<file path="src/rtl/fw_tile_sched_if.sv">
// Bus bundle between the tile memory/DMA front end, the Floyd-Warshall tile
// sequencer and PE 0 of the linear array.
interface fw_tile_sched_if #(
  parameter int B        = 16,
  parameter int L        = 4,
  parameter int WIDTH    = 16,
  parameter int OP_WIDTH = 3
);
  localparam int LOGB        = $clog2(B);
  localparam int LOGL        = $clog2(L);
  localparam int W           = B / L;
  localparam int ADDR_WIDTH  = (W > 1) ? $clog2(W) : 1;
  localparam int INSTR_WIDTH = OP_WIDTH + LOGL + ADDR_WIDTH + LOGB + 1;

  logic                   start;
  logic                   busy;
  logic                   done;
  logic [L*WIDTH-1:0]     in_data;
  logic                   in_valid;
  logic                   in_ready;
  logic [INSTR_WIDTH-1:0] pe_instr;
  logic [L*WIDTH-1:0]     pe_data;
  logic                   res_valid;

  // Sequencer side
  modport slave (
    input  start, in_data, in_valid, res_valid,
    output busy, done, in_ready, pe_instr, pe_data
  );

  // Front end / array side
  modport master (
    output start, in_data, in_valid, res_valid,
    input  busy, done, in_ready, pe_instr, pe_data
  );
endinterface

</file>
<file path="src/rtl/fw_tile_sched.sv">
// Floyd-Warshall tile sequencer: turns a B x B tile vector stream into
// READ0 / READ1 / COMPUTE instructions for PE 0 and waits for the array to drain.
module fw_tile_sched #(
  parameter int B        = 16,
  parameter int L        = 4,
  parameter int WIDTH    = 16,
  parameter int OP_WIDTH = 3
) (
  input  logic           clk,
  input  logic           reset,
  fw_tile_sched_if.slave bus
);
  localparam int LOGB        = $clog2(B);
  localparam int LOGL        = $clog2(L);
  localparam int W           = B / L;
  localparam int LOGW        = $clog2(W);
  localparam int ADDR_WIDTH  = (W > 1) ? LOGW : 1;
  localparam int INSTR_WIDTH = OP_WIDTH + LOGL + ADDR_WIDTH + LOGB + 1;
  localparam int CNT_WIDTH   = LOGB + ADDR_WIDTH + 1;

  localparam logic [CNT_WIDTH-1:0] BEATS     = CNT_WIDTH'(B * W);
  localparam logic [CNT_WIDTH-1:0] LAST_BEAT = CNT_WIDTH'(B * W - 1);

  localparam logic [OP_WIDTH-1:0] OP_READ0   = OP_WIDTH'(1);
  localparam logic [OP_WIDTH-1:0] OP_READ1   = OP_WIDTH'(2);
  localparam logic [OP_WIDTH-1:0] OP_COMPUTE = OP_WIDTH'(3);

  typedef enum logic [2:0] {
    S_IDLE,
    S_LOAD0,
    S_LOAD1,
    S_COMPUTE,
    S_DRAIN
  } state_e;

  state_e                 state_q, state_d;
  logic [CNT_WIDTH-1:0]   beatCnt_q, beatCnt_d;
  logic [CNT_WIDTH-1:0]   resCnt_q, resCnt_d;
  logic [INSTR_WIDTH-1:0] peInstr_q, peInstr_d;
  logic [L*WIDTH-1:0]     peData_q, peData_d;
  logic                   done_q, done_d;

  logic                   inReady;
  logic                   accept;
  logic                   lastBeat;
  logic [LOGB-1:0]        pivot;
  logic [ADDR_WIDTH-1:0]  rowAddr;
  logic [ADDR_WIDTH-1:0]  kAddr;
  logic [LOGL-1:0]        kPart;

  function automatic logic [INSTR_WIDTH-1:0] encode(
    input logic [OP_WIDTH-1:0]   op,
    input logic [LOGL-1:0]       part,
    input logic [ADDR_WIDTH-1:0] addr,
    input logic [LOGB-1:0]       peId,
    input logic                  last
  );
    return {last, peId, addr, part, op};
  endfunction

  assign inReady  = (state_q == S_LOAD0) || (state_q == S_LOAD1) || (state_q == S_COMPUTE);
  assign accept   = bus.in_valid & inReady;
  assign lastBeat = (beatCnt_q == LAST_BEAT);

  // Beat j maps to row j/W; in COMPUTE that row index doubles as pivot k
  assign pivot   = LOGB'(beatCnt_q >> LOGW);
  assign rowAddr = ADDR_WIDTH'(beatCnt_q & CNT_WIDTH'(W - 1));
  assign kAddr   = ADDR_WIDTH'(pivot >> LOGL);
  assign kPart   = LOGL'(pivot & LOGB'(L - 1));

  assign bus.in_ready = inReady;
  assign bus.busy     = (state_q != S_IDLE);
  assign bus.done     = done_q;
  assign bus.pe_instr = peInstr_q;
  assign bus.pe_data  = peData_q;

  always_comb begin
    state_d   = state_q;
    beatCnt_d = beatCnt_q;
    resCnt_d  = resCnt_q;
    peInstr_d = '0;
    peData_d  = '0;
    done_d    = 1'b0;

    // Results only count once pivots are flowing; load-phase strobes are noise
    if (((state_q == S_COMPUTE) || (state_q == S_DRAIN)) && bus.res_valid) begin
      resCnt_d = resCnt_q + CNT_WIDTH'(1);
    end

    if (accept) begin
      peData_d  = bus.in_data;
      beatCnt_d = lastBeat ? '0 : beatCnt_q + CNT_WIDTH'(1);
    end

    case (state_q)
      S_IDLE: begin
        if (bus.start) begin
          state_d   = S_LOAD0;
          beatCnt_d = '0;
          resCnt_d  = '0;
        end
      end
      S_LOAD0: begin
        if (accept) begin
          peInstr_d = encode(OP_READ0, '0, rowAddr, pivot, 1'b0);
          if (lastBeat) state_d = S_LOAD1;
        end
      end
      S_LOAD1: begin
        if (accept) begin
          peInstr_d = encode(OP_READ1, '0, rowAddr, pivot, 1'b0);
          if (lastBeat) state_d = S_COMPUTE;
        end
      end
      S_COMPUTE: begin
        if (accept) begin
          peInstr_d = encode(OP_COMPUTE, kPart, kAddr, '0, lastBeat);
          if (lastBeat) state_d = S_DRAIN;
        end
      end
      S_DRAIN: begin
        if (resCnt_d >= BEATS) begin
          state_d = S_IDLE;
          done_d  = 1'b1;
        end
      end
      default: state_d = S_IDLE;
    endcase
  end

  always_ff @(posedge clk) begin
    if (reset) begin
      state_q   <= S_IDLE;
      beatCnt_q <= '0;
      resCnt_q  <= '0;
      peInstr_q <= '0;
      peData_q  <= '0;
      done_q    <= 1'b0;
    end else begin
      state_q   <= state_d;
      beatCnt_q <= beatCnt_d;
      resCnt_q  <= resCnt_d;
      peInstr_q <= peInstr_d;
      peData_q  <= peData_d;
      done_q    <= done_d;
    end
  end
endmodule

</file>
<file path="src/flat_wrapper.sv">
// flat-port wrapper written by rule: the top's interface ports become plain ports
module fw_tile_sched_flat 
#(
  parameter int B        = 16,
  parameter int L        = 4,
  parameter int WIDTH    = 16,
  parameter int OP_WIDTH = 3
)
  (clk, reset, bus_start, bus_in_data, bus_in_valid, bus_res_valid, bus_busy, bus_done, bus_in_ready, bus_pe_instr, bus_pe_data);
  fw_tile_sched_if #(.B(B), .L(L), .WIDTH(WIDTH), .OP_WIDTH(OP_WIDTH)) bus_i ();
  input  logic clk;
  input  logic reset;
  input wire logic [$bits(bus_i.start)-1:0] bus_start;
  input wire logic [$bits(bus_i.in_data)-1:0] bus_in_data;
  input wire logic [$bits(bus_i.in_valid)-1:0] bus_in_valid;
  input wire logic [$bits(bus_i.res_valid)-1:0] bus_res_valid;
  output wire logic [$bits(bus_i.busy)-1:0] bus_busy;
  output wire logic [$bits(bus_i.done)-1:0] bus_done;
  output wire logic [$bits(bus_i.in_ready)-1:0] bus_in_ready;
  output wire logic [$bits(bus_i.pe_instr)-1:0] bus_pe_instr;
  output wire logic [$bits(bus_i.pe_data)-1:0] bus_pe_data;
  assign bus_i.start = bus_start;
  assign bus_i.in_data = bus_in_data;
  assign bus_i.in_valid = bus_in_valid;
  assign bus_i.res_valid = bus_res_valid;
  assign bus_busy = bus_i.busy;
  assign bus_done = bus_i.done;
  assign bus_in_ready = bus_i.in_ready;
  assign bus_pe_instr = bus_i.pe_instr;
  assign bus_pe_data = bus_i.pe_data;
  fw_tile_sched #(.B(B), .L(L), .WIDTH(WIDTH), .OP_WIDTH(OP_WIDTH)) u_core (.clk(clk), .reset(reset), .bus(bus_i));
endmodule
</file>
<file path="config.mk">
export PLATFORM = sky130hd
export DESIGN_NAME = fw_tile_sched_flat
export DESIGN_NICKNAME = d
export VERILOG_FILES = /design/src/rtl/fw_tile_sched_if.sv /design/src/rtl/fw_tile_sched.sv /design/src/flat_wrapper.sv
export SDC_FILE = /design/constraint.sdc
export NUM_CORES = 1
export LEC_CHECK = 0
export CORE_AREA = 2 2 96 98
export CTS_CLUSTER_SIZE = 28
export DETAILED_ROUTE_END_ITERATION = 8
export DIE_AREA = 0 0 98 100
export GPL_TIMING_DRIVEN = 0
export HOLD_SLACK_MARGIN = 0.02
export PLACE_DENSITY = 0.8
export SYNTH_ARGS = -nofsm -noshare
export SYNTH_HDL_FRONTEND = slang
export SYNTH_SLANG_ARGS = --single-unit
</file>
<file path="constraint.sdc">
create_clock -name clk -period 1.8 [get_ports clk]
set_input_delay 0.36 -clock clk [delete_from_list [all_inputs] [get_ports clk]]
set_output_delay 0.36 -clock clk [all_outputs]
set_load 0.02 [all_outputs]
</file>
# After elaboration in Yosys (flattened, before gate mapping)
# Cells that the tools add are included.
# classes
add_sub_neg	2
n_mul	0
div	0
order_cmp	1
n_eq_ne	13
n_shift	0
mux	21
bitwise_logic	3
reduce_logical	9
# ops
cell	count
$mux W7	7
$pmux W12 S3	1
$mux W3	8
$mux W11	2
$pmux W3 S5	1
$add A7 B1 Y7 const B	2
$mux W12	1
$ne A2 B1 Y1 const B	6
$reduce_and A8 Y1	1
$eq A7 B6 Y1 const B	1
$ge A7 B7 Y1 const B	1
$eq A3 B2 Y1 const B	2
$ne A2 B2 Y1 const B	2
$reduce_or A2 Y1	2
$eq A3 B1 Y1 const B	1
$eq A3 B3 Y1 const B	1
$logic_not A3 Y1	1
$logic_or A1 B1 Y1	3
$reduce_bool A3 Y1	1
$not A1 Y1	2
$and A1 B1 Y1	1
$logic_and A1 B1 Y1	1
$mux W1	1
# word_totals
reg_bits	94
latch_bits	0
mem_bits_rw	0
mem_bits_ro	0
inputBits	69
out_inout_bits	79
mem_count	0

# Longest topological paths before layout
# Gate-level depths: netlist (run 1).
# logic_depth
ltp_word	7
depth_mapped	7
mapped_depth_nobuf	5

# Worst setup path after synthesis (run 1)
# OpenSTA, ideal clock, no wires.
# synth_timing
kind	register -> register
startpoint	register u_core.state_q[1]
endpoint	register u_core.peData_q[0], in the netlist u_core.bus.pe_data[0]
setup_ns	0.059
arrival_time_ns	1.467
required_time_ns	1.741
setup_slack_ns	0.274
path_stages_with_launch	8
path_buffers	3
cell_sequence	dfxtp_1 -> buf_2 -> o21ba_2 -> buf_2 -> nand2_1 -> nor2_2 -> clkbuf_1 -> and2_1
# synth_via
elab_chain_len	6
word_cells_on_any_way	8
cone_classes	eq/ne (3); bitwise (2); reduce/logical (3)
# synth_rtl
element	line	text
from (decl)	fw_tile_sched.sv:36	state_e state_q, state_d;
from (signal assigned)	fw_tile_sched.sv:140	state_q <= state_d;
$eq A3 B1 Y1 / $eq A3 B2 Y1 (equally long branches)	fw_tile_sched.sv:61	assign inReady = (state_q == S_LOAD0) || (state_q == S_LOAD1) || (state_q == S_COMPUTE);
$logic_or A1 B1 Y1	fw_tile_sched.sv:61	
$logic_or A1 B1 Y1 *	fw_tile_sched.sv:61	
net bus_in_ready	flat_wrapper.sv:19	output wire logic [$bits(bus_i.in_ready)-1:0] bus_in_ready;
$and A1 B1 Y1 *	fw_tile_sched.sv:62	assign accept = bus.in_valid & inReady;
$not A1 Y1 (no source line) *	-	
$reduce_or A2 Y1 (no source line) *	-	
to (signal assigned)	fw_tile_sched.sv:144	peData_q <= peData_d;
to (decl)	fw_tile_sched.sv:40	logic [L*WIDTH-1:0] peData_q, peData_d;
# The timed path passes the listed nets; every way through them passes the cells marked *.
# A chain may end at the register's enable or synchronous reset.

# Final worst setup path (run 1)
# layout_timing
startpoint	register u_core.peData_q[32], in the netlist u_core.bus.pe_data[32]
endpoint	output port bus_pe_data[32]
# layout_lines
element	line	text
to (decl)	flat_wrapper.sv:21	output wire logic [$bits(bus_i.pe_data)-1:0] bus_pe_data;
# No word-level cell between the ends.

==> report_table.html, run 1 <==
<table>
<tr><th>Metric</th><th>Value</th></tr>
<tr><th colspan="2">Status</th></tr>
<tr><td>Status</td><td>finished clean</td></tr>
<tr><th colspan="2">Global route</th></tr>
<tr><td>Overall track demand over capacity in global routing</td><td>14.5%</td></tr>
<tr><td>Maximum number of pins on one net before global-route repair</td><td>17</td></tr>
<tr><td>Antenna violations before repair</td><td>0</td></tr>
<tr><td>Gr ovfl total</td><td>0</td></tr>
<tr><td>Number of global-route vias before repair</td><td>2361</td></tr>
<tr><td>Wire length of the first global-routing pass</td><td>11.2 mm</td></tr>
<tr><th colspan="2">Worst setup path</th></tr>
<tr><td>Critical-path maximum fanout</td><td>1</td></tr>
<tr><td>Startpoint-to-endpoint class of the critical path</td><td>reg -&gt; out</td></tr>
<tr><td>Crit path cell chain</td><td>clkdlybuf4s50_1</td></tr>
<tr><td>Number of buffers and inverters on the critical path</td><td>1</td></tr>
<tr><td>Cell class contributing the biggest share of worst-path delay</td><td>buffers and inverters</td></tr>
<tr><td>Largest stage delay on the critical path</td><td>~0.62 ns</td></tr>
<tr><td>Worst path required time</td><td>1.44 ns</td></tr>
<tr><td>Slowest-stage cell, CP</td><td>sky130_fd_sc_hd__clkdlybuf4s50_1</td></tr>
<tr><td>Arrival @ worst endpoint</td><td>~1.3 ns</td></tr>
<tr><td>Capturing element type of the critical path</td><td>output pin</td></tr>
<tr><td>Startpoint kind of the worst setup timing path</td><td>flip-flop</td></tr>
<tr><th colspan="2">Logic synthesis</th></tr>
<tr><td>Number of library cell types mapped by synthesis</td><td>40</td></tr>
<tr><td>Post-Synthesis Cells</td><td>276</td></tr>
<tr><td>Yosys Warn Count</td><td>0</td></tr>
<tr><td>Synthesized netlist net count</td><td>347</td></tr>
<tr><td>Number of synthesized flops with an enable pin</td><td>0</td></tr>
<tr><td>Mapped Area</td><td>approximately 3000 sq um</td></tr>
<tr><td>Number of synthesized register bits</td><td>93</td></tr>
<tr><td>Dominant cells by area after synthesis</td><td>sky130_fd_sc_hd__dfxtp_1, sky130_fd_sc_hd__and2_1, sky130_fd_sc_hd__xor2_1, sky130_fd_sc_hd__nor2_1, sky130_fd_sc_hd__xnor2_1</td></tr>
<tr><td>Post-synthesis area per instance</td><td>10.9 sq um</td></tr>
<tr><td>Async set-or-reset flop fraction in the synthesized netlist</td><td>0%</td></tr>
<tr><td>Top flip-flop cell by instance count after synthesis</td><td>sky130_fd_sc_hd__dfxtp_1</td></tr>
<tr><td>Cell taking the most area after synthesis</td><td>sky130_fd_sc_hd__dfxtp_1</td></tr>
<tr><td>Seq/Total Area, Yosys</td><td>between 60% and 70%</td></tr>
<tr><td>Area fraction of the dominant cell type after synthesis</td><td>61.9%</td></tr>
<tr><th colspan="2">Clocking</th></tr>
<tr><td>TritonCTS clock tree</td><td>done</td></tr>
<tr><td>Maximum root-to-sink buffer count</td><td>2</td></tr>
<tr><td>Clock net sink count</td><td>93</td></tr>
<tr><td>Skew-Pair Late Insertion Delay</td><td>0.35 ns</td></tr>
<tr><td>Clock slew seen by the registers of the worst setup and hold paths</td><td>roughly 0.090 ns</td></tr>
<tr><td>Htree depth</td><td>3</td></tr>
<tr><td>Root buffer cell</td><td>sky130_fd_sc_hd__clkbuf_8</td></tr>
<tr><td>TritonCTS buffer count</td><td>9</td></tr>
<tr><td>CTS hold repair buffers</td><td>0</td></tr>
<tr><th colspan="2">Final layout</th></tr>
<tr><td>Area added between synthesis and finish</td><td>60.5%</td></tr>
<tr><td>Non-filler instance count after layout</td><td>547</td></tr>
<tr><td>Fraction of final layout cells sized beyond drive strength 1</td><td>9.17%</td></tr>
<tr><td>Number of nets in the layout</td><td>502</td></tr>
<tr><td>Total inserted antenna cells</td><td>0</td></tr>
<tr><td>Summed area of non-filler cells in the final layout</td><td>between 4000 and 5000 sq um</td></tr>
<tr><th colspan="2">Timing</th></tr>
<tr><td>Final setup viols</td><td>0</td></tr>
<tr><td>Transition time of the tightest slew-check pin</td><td>0.499 ns</td></tr>
<tr><td>Period utilisation layout</td><td>92.9%</td></tr>
<tr><td>Worst clock skew</td><td>0.0134 ns</td></tr>
<tr><td>Max-Slew Margin vs Limit</td><td>between 60% and 70%</td></tr>
<tr><td>Final Hold Violating Endpoints</td><td>0</td></tr>
<tr><td>Clock period minus final worst setup slack</td><td>1.67 ns</td></tr>
<tr><td>Unrepaired setup endpoints after global routing</td><td>false</td></tr>
<tr><td>Max-slew violation count</td><td>0</td></tr>
<tr><td>Highest clock frequency the design can meet</td><td>598 MHz</td></tr>
<tr><th colspan="2">Die</th></tr>
<tr><td>Die outline area</td><td>9800 sq um</td></tr>
<tr><td>Count of boundary I/O pins</td><td>148</td></tr>
<tr><td>Die Span Y</td><td>100 um</td></tr>
<tr><td>Core area</td><td>8890 sq um</td></tr>
<tr><td>Site row count</td><td>35</td></tr>
<tr><td>Die Span X</td><td>~98 um</td></tr>
<tr><td>Initial standard-cell utilization of the core</td><td>about a third</td></tr>
<tr><th colspan="2">Place</th></tr>
<tr><td>Total placed cells including tap cells</td><td>531</td></tr>
<tr><td>Count of buffers inserted at the top-level ports</td><td>roughly 140</td></tr>
<tr><td>Routability cong.</td><td>0.852</td></tr>
<tr><td>Placed Area</td><td>4590 sq um</td></tr>
<tr><td>HPWL after detailed placement</td><td>5.54 mm</td></tr>
<tr><th colspan="2">Route</th></tr>
<tr><td>Total Routed Length</td><td>7.06 mm</td></tr>
<tr><td>Starting DRT DRC Count</td><td>48</td></tr>
<tr><td>Vias</td><td>2397</td></tr>
<tr><td>Pre-antenna DRT Iters</td><td>4</td></tr>
<tr><td>Post-route DRC</td><td>0</td></tr>
<tr><td>Routed wirelength normalized by instance count</td><td>around 13 um</td></tr>
<tr><td>Number of vias per cell after detailed routing</td><td>~4.4</td></tr>
<tr><td>Number of nets still failing antenna checks after routing</td><td>0</td></tr>
<tr><th colspan="2">Run</th></tr>
<tr><td>Number of maximum-capacitance violations</td><td>0</td></tr>
<tr><th colspan="2">Power</th></tr>
<tr><td>Leakage dissipation</td><td>between 0.0015 and 0.002 uW</td></tr>
<tr><td>Highest ir drop seen on vdd</td><td>0.000499 V</td></tr>
<tr><td>Power per unit of standard cell area</td><td>798 nW/um^2</td></tr>
<tr><th colspan="2">Min path</th></tr>
<tr><td>Class of the worst hold path</td><td>in -&gt; reg</td></tr>
</table>
metrics by stage:
step	worst slack [ns]	utilization (%)	total power, uW	hold slack (ns)	setup TNS [ns]
after floorplan	0.274	-	2270	0.450	0
after global placement	-0.205	51.6	2500	0.456	-4.87
after detailed placement	-0.241	51.6	2500	0.478	-7.63
after CTS	-0.0383	54.1	3890	0.345	-0.0383
after global routing	0.0324	54.3	4020	0.372	0
final	0.128	54.3	3850	0.364	0
synthesized netlist by cell type, types with 4 or more instances:
cell                        n
sky130_fd_sc_hd__xor2_1     7
sky130_fd_sc_hd__dfxtp_1   93
sky130_fd_sc_hd__nor2_1    16
sky130_fd_sc_hd__and2_1    69
sky130_fd_sc_hd__a211oi_1   4
sky130_fd_sc_hd__clkbuf_1  10
sky130_fd_sc_hd__o21ai_0    5
sky130_fd_sc_hd__nand2_1    8
sky130_fd_sc_hd__xnor2_1    5
sky130_fd_sc_hd__nand3_1    6
sky130_fd_sc_hd__and3_1     6
layer usage:
metal	routed length (um)	vias to the layer above	global-route usage, %
li1	-	1204	-
met1	2690	1089	15.5
met2	3640	94	25.4
met3	631	10	5.85
met4	99	0	6.30
met5	0	-	0
placed cells by master, fill, tap and decap left out, types with 2 or more instances in the layout:
cell type,n
sky130_fd_sc_hd__xnor2_1,5
sky130_fd_sc_hd__clkbuf_8,9
sky130_fd_sc_hd__o21ai_0,4
sky130_fd_sc_hd__nand2_1,7
sky130_fd_sc_hd__xor2_1,7
sky130_fd_sc_hd__clkbuf_1,5
sky130_fd_sc_hd__clkinvlp_4,2
sky130_fd_sc_hd__and2_1,69
sky130_fd_sc_hd__a22oi_1,2
sky130_fd_sc_hd__buf_2,2
sky130_fd_sc_hd__dfxtp_1,93
sky130_fd_sc_hd__nand4_1,3
sky130_fd_sc_hd__nor2_1,16
sky130_fd_sc_hd__clkbuf_2,6
sky130_fd_sc_hd__a211oi_1,4
sky130_fd_sc_hd__buf_4,3
sky130_fd_sc_hd__nand3b_1,2
sky130_fd_sc_hd__nor3_1,2
sky130_fd_sc_hd__and3_1,6
sky130_fd_sc_hd__clkdlybuf4s50_1,142
sky130_fd_sc_hd__o211ai_1,2
sky130_fd_sc_hd__ha_1,2
sky130_fd_sc_hd__inv_1,3
sky130_fd_sc_hd__a21oi_1,3
sky130_fd_sc_hd__or3_1,2
sky130_fd_sc_hd__nor2b_1,2
sky130_fd_sc_hd__nand3_1,6
kinds of logic (layout without fill, tap and decap cells):
logic type	Yosys count	after routing	share of synthesized area, %
AND/OR/NAND/NOR	126	126	24.5
flip-flops	93	93	61.9
AO/OA/AOI/OAI	21	21	5.37
buffers and inverters	19	179	3.00
XOR/XNOR	12	12	3.50
adder cells (fa/ha/maj)	2	2	0.833
multiplexers	2	2	0.708
other	1	1	0.125
what timing repair did:
| item | 4_1_cts | 5_1_grt |
|---|---|---|
| gates resized for setup | 9 | 17 |
| hold endpoints to repair | 0 | 0 |
| cloned | 0 | 0 |
| setup endpoints to repair | 62 | 67 |
| pin swaps | 1 | 0 |
| setup buffers | 1 | 0 |
sequential cells by signal, indices dropped and copies added (netlist names):
| signal | cells |
|---|---|
| u_core.beatCnt_q | 7 |
| u_core.resCnt_q | 7 |
| u_core.bus.done | 1 |
| u_core.bus.pe_data | 64 |
| u_core.bus.pe_instr | 11 |
| u_core.state_q | 3 |
area by class of cell:
type                       count  area, sq um
multi-input combinational    164         1080
timing repair buffer         145         1450
buffer                        15         83.8
inverter                       3         11.3
fill                         770         4070
tap                          111          139
sequential                    93         1860
clock inverter                 6         70.1
clock buffer                  10          128
worst paths after layout:
check	startpoint	to	slack, ns	cells after the start
min reg2reg	u_core.beatCnt_q[6]	u_core.beatCnt_q[6]	0.49	1
max	u_core.bus.pe_data[32]	bus_pe_data[32]	0.13	1
max reg2reg	u_core.state_q[1]	u_core.resCnt_q[3]	0.15	6
min	bus_in_valid	u_core.beatCnt_q[1]	0.36	3
power by group:
part	switching [uW]	leakage (uW)	internal [uW]	total, uW
Sequential	10.4	0.000753	2090	2100
Combinational	136	0.00100	220	356
Clock	736	0.0000948	655	1390
(Power assumes the default switching activity.)
==> run 2, diff against run 1 <==
Settings changed: GPL_TIMING_DRIVEN 0 to default, PLACE_DENSITY 0.8 to 0.83.
Clock period 1.8 ns to 1.4 ns, I/O delays scaled along.
==> run 2 against run 1 <==
The run now ends with negative setup slack left. Worst setup slack worse by 0.37 ns. Flip-flop and latch count stayed put. Sequential power is 29% higher. Power is 28% higher. Clock power is 27% higher. Critical path depth is 4 higher. Die area stayed put. Final cell count is 4.6% higher. Non-clock buffer count is 26 higher. Worst hold slack better by 0.11 ns. Count of clock-buffer cells in the layout is 1 lower. Global-route usage is 0.17 points higher. Critical endpoint is now u_core.resCnt_q[5]. Largest power group unchanged. Highest routed layer unchanged.
==> report_table.html, run 2 (same netlist as run 1, synthesis figures left out) <==
<table>
<tr><th>Metric</th><th>Value</th></tr>
<tr><th colspan="2">Status</th></tr>
<tr><td>Status</td><td>finished, violations left</td></tr>
<tr><td>Violations in the final reports</td><td>negative setup slack</td></tr>
<tr><th colspan="2">Clocking</th></tr>
<tr><td>Clock slew seen by the registers of the worst setup and hold paths</td><td>0.10 ns (about the same)</td></tr>
<tr><td>TritonCTS clock tree</td><td>done</td></tr>
<tr><td>Skew-Pair Late Insertion Delay</td><td>0.34 ns (about the same)</td></tr>
<tr><td>Maximum root-to-sink buffer count</td><td>2 (unchanged)</td></tr>
<tr><td>Htree depth</td><td>3 (unchanged)</td></tr>
<tr><td>Root buffer cell</td><td>sky130_fd_sc_hd__clkbuf_8</td></tr>
<tr><td>Clock net sink count</td><td>93 (unchanged)</td></tr>
<tr><td>TritonCTS buffer count</td><td>9 (unchanged)</td></tr>
<tr><td>CTS hold repair buffers</td><td>0 (unchanged)</td></tr>
<tr><th colspan="2">Die</th></tr>
<tr><td>Die outline area</td><td>9800 sq um (unchanged)</td></tr>
<tr><td>Initial standard-cell utilization of the core</td><td>33.8% (unchanged)</td></tr>
<tr><td>Die Span X</td><td>98 um (unchanged)</td></tr>
<tr><td>Core area</td><td>8890 sq um (unchanged)</td></tr>
<tr><td>Site row count</td><td>35 (unchanged)</td></tr>
<tr><td>Count of boundary I/O pins</td><td>148 (unchanged)</td></tr>
<tr><td>Die Span Y</td><td>100 um (unchanged)</td></tr>
<tr><th colspan="2">Route</th></tr>
<tr><td>Vias</td><td>2549 (+6.3%)</td></tr>
<tr><td>Routed wirelength normalized by instance count</td><td>13.4 um (+4.1%)</td></tr>
<tr><td>Number of nets still failing antenna checks after routing</td><td>0 (unchanged)</td></tr>
<tr><td>Post-route DRC</td><td>0 (unchanged)</td></tr>
<tr><td>Number of vias per cell after detailed routing</td><td>4.46 (+1.7%)</td></tr>
<tr><td>Starting DRT DRC Count</td><td>61 (+27%)</td></tr>
<tr><td>Total Routed Length</td><td>7.69 mm (+8.8%)</td></tr>
<tr><td>Pre-antenna DRT Iters</td><td>4 (unchanged)</td></tr>
<tr><th colspan="2">Timing</th></tr>
<tr><td>Final Hold Violating Endpoints</td><td>0 (unchanged)</td></tr>
<tr><td>Highest clock frequency the design can meet</td><td>608 MHz</td></tr>
<tr><td>Clock period minus final worst setup slack</td><td>1.65 ns</td></tr>
<tr><td>Max-slew violation count</td><td>0 (unchanged)</td></tr>
<tr><td>Final setup viols</td><td>61 (+61)</td></tr>
<tr><td>Final WS setup</td><td>-0.245 ns (-0.374 ns)</td></tr>
<tr><td>Unrepaired setup endpoints after global routing</td><td>true</td></tr>
<tr><td>Period utilisation layout</td><td>118%</td></tr>
<tr><td>Worst clock skew</td><td>0.0103 ns (-0.00306 ns)</td></tr>
<tr><th colspan="2">Final layout</th></tr>
<tr><td>Most frequent standard cell in the layout excluding fill and tap cells</td><td>sky130_fd_sc_hd__dfxtp_1</td></tr>
<tr><td>Area occupied by registers</td><td>1880 sq um (+0.87%)</td></tr>
<tr><td>Fraction of final layout cells sized beyond drive strength 1</td><td>19.5% (+10 points)</td></tr>
<tr><td>Number of filler instances in the final layout</td><td>774 (+0.52%)</td></tr>
<tr><td>Number of nets in the layout</td><td>528 (+5.2%)</td></tr>
<tr><td>Area added between synthesis and finish</td><td>70.4%</td></tr>
<tr><td>Summed area of non-filler cells in the final layout</td><td>5120 sq um (+6.1%)</td></tr>
<tr><td>Final cell utilization of the core</td><td>57.6% (+3.3 points)</td></tr>
<tr><td>Total inserted antenna cells</td><td>0 (unchanged)</td></tr>
<tr><td>Combined area of the multi-input logic cells</td><td>1180 sq um (+9.6%)</td></tr>
<tr><td>Highest-count cells in the layout ignoring fill and taps</td><td>sky130_fd_sc_hd__dfxtp_1, sky130_fd_sc_hd__dlygate4sd2_1, sky130_fd_sc_hd__clkdlybuf4s50_1</td></tr>
<tr><td>Max reg flops</td><td>64 (unchanged)</td></tr>
<tr><th colspan="2">Global route</th></tr>
<tr><td>Maximum number of pins on one net before global-route repair</td><td>49 (+32)</td></tr>
<tr><td>Overall track demand over capacity in global routing</td><td>14.7% (+0.17 points)</td></tr>
<tr><td>Gr ovfl total</td><td>0 (unchanged)</td></tr>
<tr><td>Antenna violations before repair</td><td>0 (unchanged)</td></tr>
<tr><td>Number of global-route vias before repair</td><td>2493 (+5.6%)</td></tr>
<tr><td>Wire length of the first global-routing pass</td><td>11.6 mm (+3.3%)</td></tr>
<tr><th colspan="2">Worst setup path</th></tr>
<tr><td>Capturing element type of the critical path</td><td>flip-flop</td></tr>
<tr><td>Startpoint kind of the worst setup timing path</td><td>flip-flop</td></tr>
<tr><td>Worst path required time</td><td>1.65 ns (+0.21 ns)</td></tr>
<tr><td>Startpoint-to-endpoint class of the critical path</td><td>reg -&gt; reg</td></tr>
<tr><td>Critical-path maximum fanout</td><td>4 (+3)</td></tr>
<tr><td>Arrival @ worst endpoint</td><td>1.89 ns (+0.58 ns)</td></tr>
<tr><th colspan="2">Power</th></tr>
<tr><td>Switching portion of total power</td><td>22.9% (-0.052 points)</td></tr>
<tr><td>Power per unit of standard cell area</td><td>963 nW/um^2 (+21%)</td></tr>
<tr><td>Highest ir drop seen on vdd</td><td>0.000871 V (+74%)</td></tr>
<tr><td>Sequential fraction of design power</td><td>54.7% (about the same)</td></tr>
<tr><td>Cell-internal power</td><td>3800 uW (+28%)</td></tr>
<tr><td>Portion of total power attributed to the clock network</td><td>35.7% (-0.4 points)</td></tr>
<tr><td>Relative contribution of combinational cells to total power</td><td>9.6% (+0.4 points)</td></tr>
<tr><td>Net switching power</td><td>1130 uW (+28%)</td></tr>
<tr><td>Leakage dissipation</td><td>0.00237 uW (+28%)</td></tr>
<tr><th colspan="2">Place</th></tr>
<tr><td>Routability cong.</td><td>0.797 (-6.5%)</td></tr>
<tr><td>HPWL after detailed placement</td><td>5.57 mm (+0.59%)</td></tr>
<tr><td>Placed Area</td><td>4790 sq um (+4.4%)</td></tr>
<tr><td>Count of buffers inserted at the top-level ports</td><td>146 (+1.4%)</td></tr>
<tr><th colspan="2">Min path</th></tr>
<tr><td>Class of the worst hold path</td><td>in -&gt; reg</td></tr>
<tr><th colspan="2">Run</th></tr>
<tr><td>Number of maximum-capacitance violations</td><td>0 (unchanged)</td></tr>
</table>
## run 2: area by class of cell
class | count | share of cell area [%]
Timing Repair Buffer | 186 | 33.5
Tap cell | 111 | 2.71
Inverter | 3 | 0.220
Clock inverter | 6 | 1.42
Sequential cell | 93 | 36.7
Multi-Input combinational cell | 164 | 23.1
Clock buffer | 9 | 2.42
## run 2: final timing paths
check / startpoint / to / slack (ns) / cells past startpoint
max: u_core.state_q[0] / u_core.resCnt_q[5] / -0.25 / 5
min: bus_in_data[12] / u_core.bus.pe_data[12] / 0.48 / 2
max reg2reg: u_core.state_q[0] / u_core.resCnt_q[5] / -0.25 / 5
min reg2reg: u_core.beatCnt_q[6] / u_core.beatCnt_q[6] / 0.53 / 1
## run 2: per-stage QoR
step	TNS, ns	instances	hold slack (ns)	setup WS (ns)	total power [uW]
6_report	-2.33	572	0.477	-0.245	4930
5_1_grt	-5.64	572	0.456	-0.261	5140
4_1_cts	-1.30	570	0.452	-0.230	5010
3_5_place_dp	-12.95	547	0.478	-0.249	3250
3_3_place_gp	-11.53	547	0.469	-0.226	3240
2_1_floorplan	-0.0927	276	0.402	-0.0430	2930
## run 2: power by group through the flow
stage / clock [uW] / sequential (uW) / combinational [uW]
floorplan: 0 / 2820 / 110
global placement: 0 / 2760 / 475
detailed placement: 0 / 2770 / 481
CTS: 1840 / 2700 / 465
global route: 1930 / 2700 / 505
finish: 1760 / 2700 / 474
## run 2: critical path: stages, from the launching register on
cell,delay [ns]
sky130_fd_sc_hd__dfxtp_4,0.37
sky130_fd_sc_hd__buf_6,0.12
sky130_fd_sc_hd__or3b_4,0.44
sky130_fd_sc_hd__a2111oi_4,0.39
sky130_fd_sc_hd__xnor2_1,0.18
sky130_fd_sc_hd__nor2_2,0.05
## run 2: metal layers
metal  track usage [%]  vias up  part of all wire [%]
met5                 0        -                     0
met4              4.81        0                   1.5
met3              6.55       13                   8.5
met2              26.2      106                    54
met1              15.5     1177                    36
li1                  -     1253                     -
## run 2: repair_timing
| action | CTS | global route |
|---|---|---|
| cloned | 0 | 0 |
| setup endpoints to repair | 90 | 81 |
| resized for setup | 107 | 20 |
| pin swaps | 15 | 11 |
| buffers inserted | 8 | 2 |
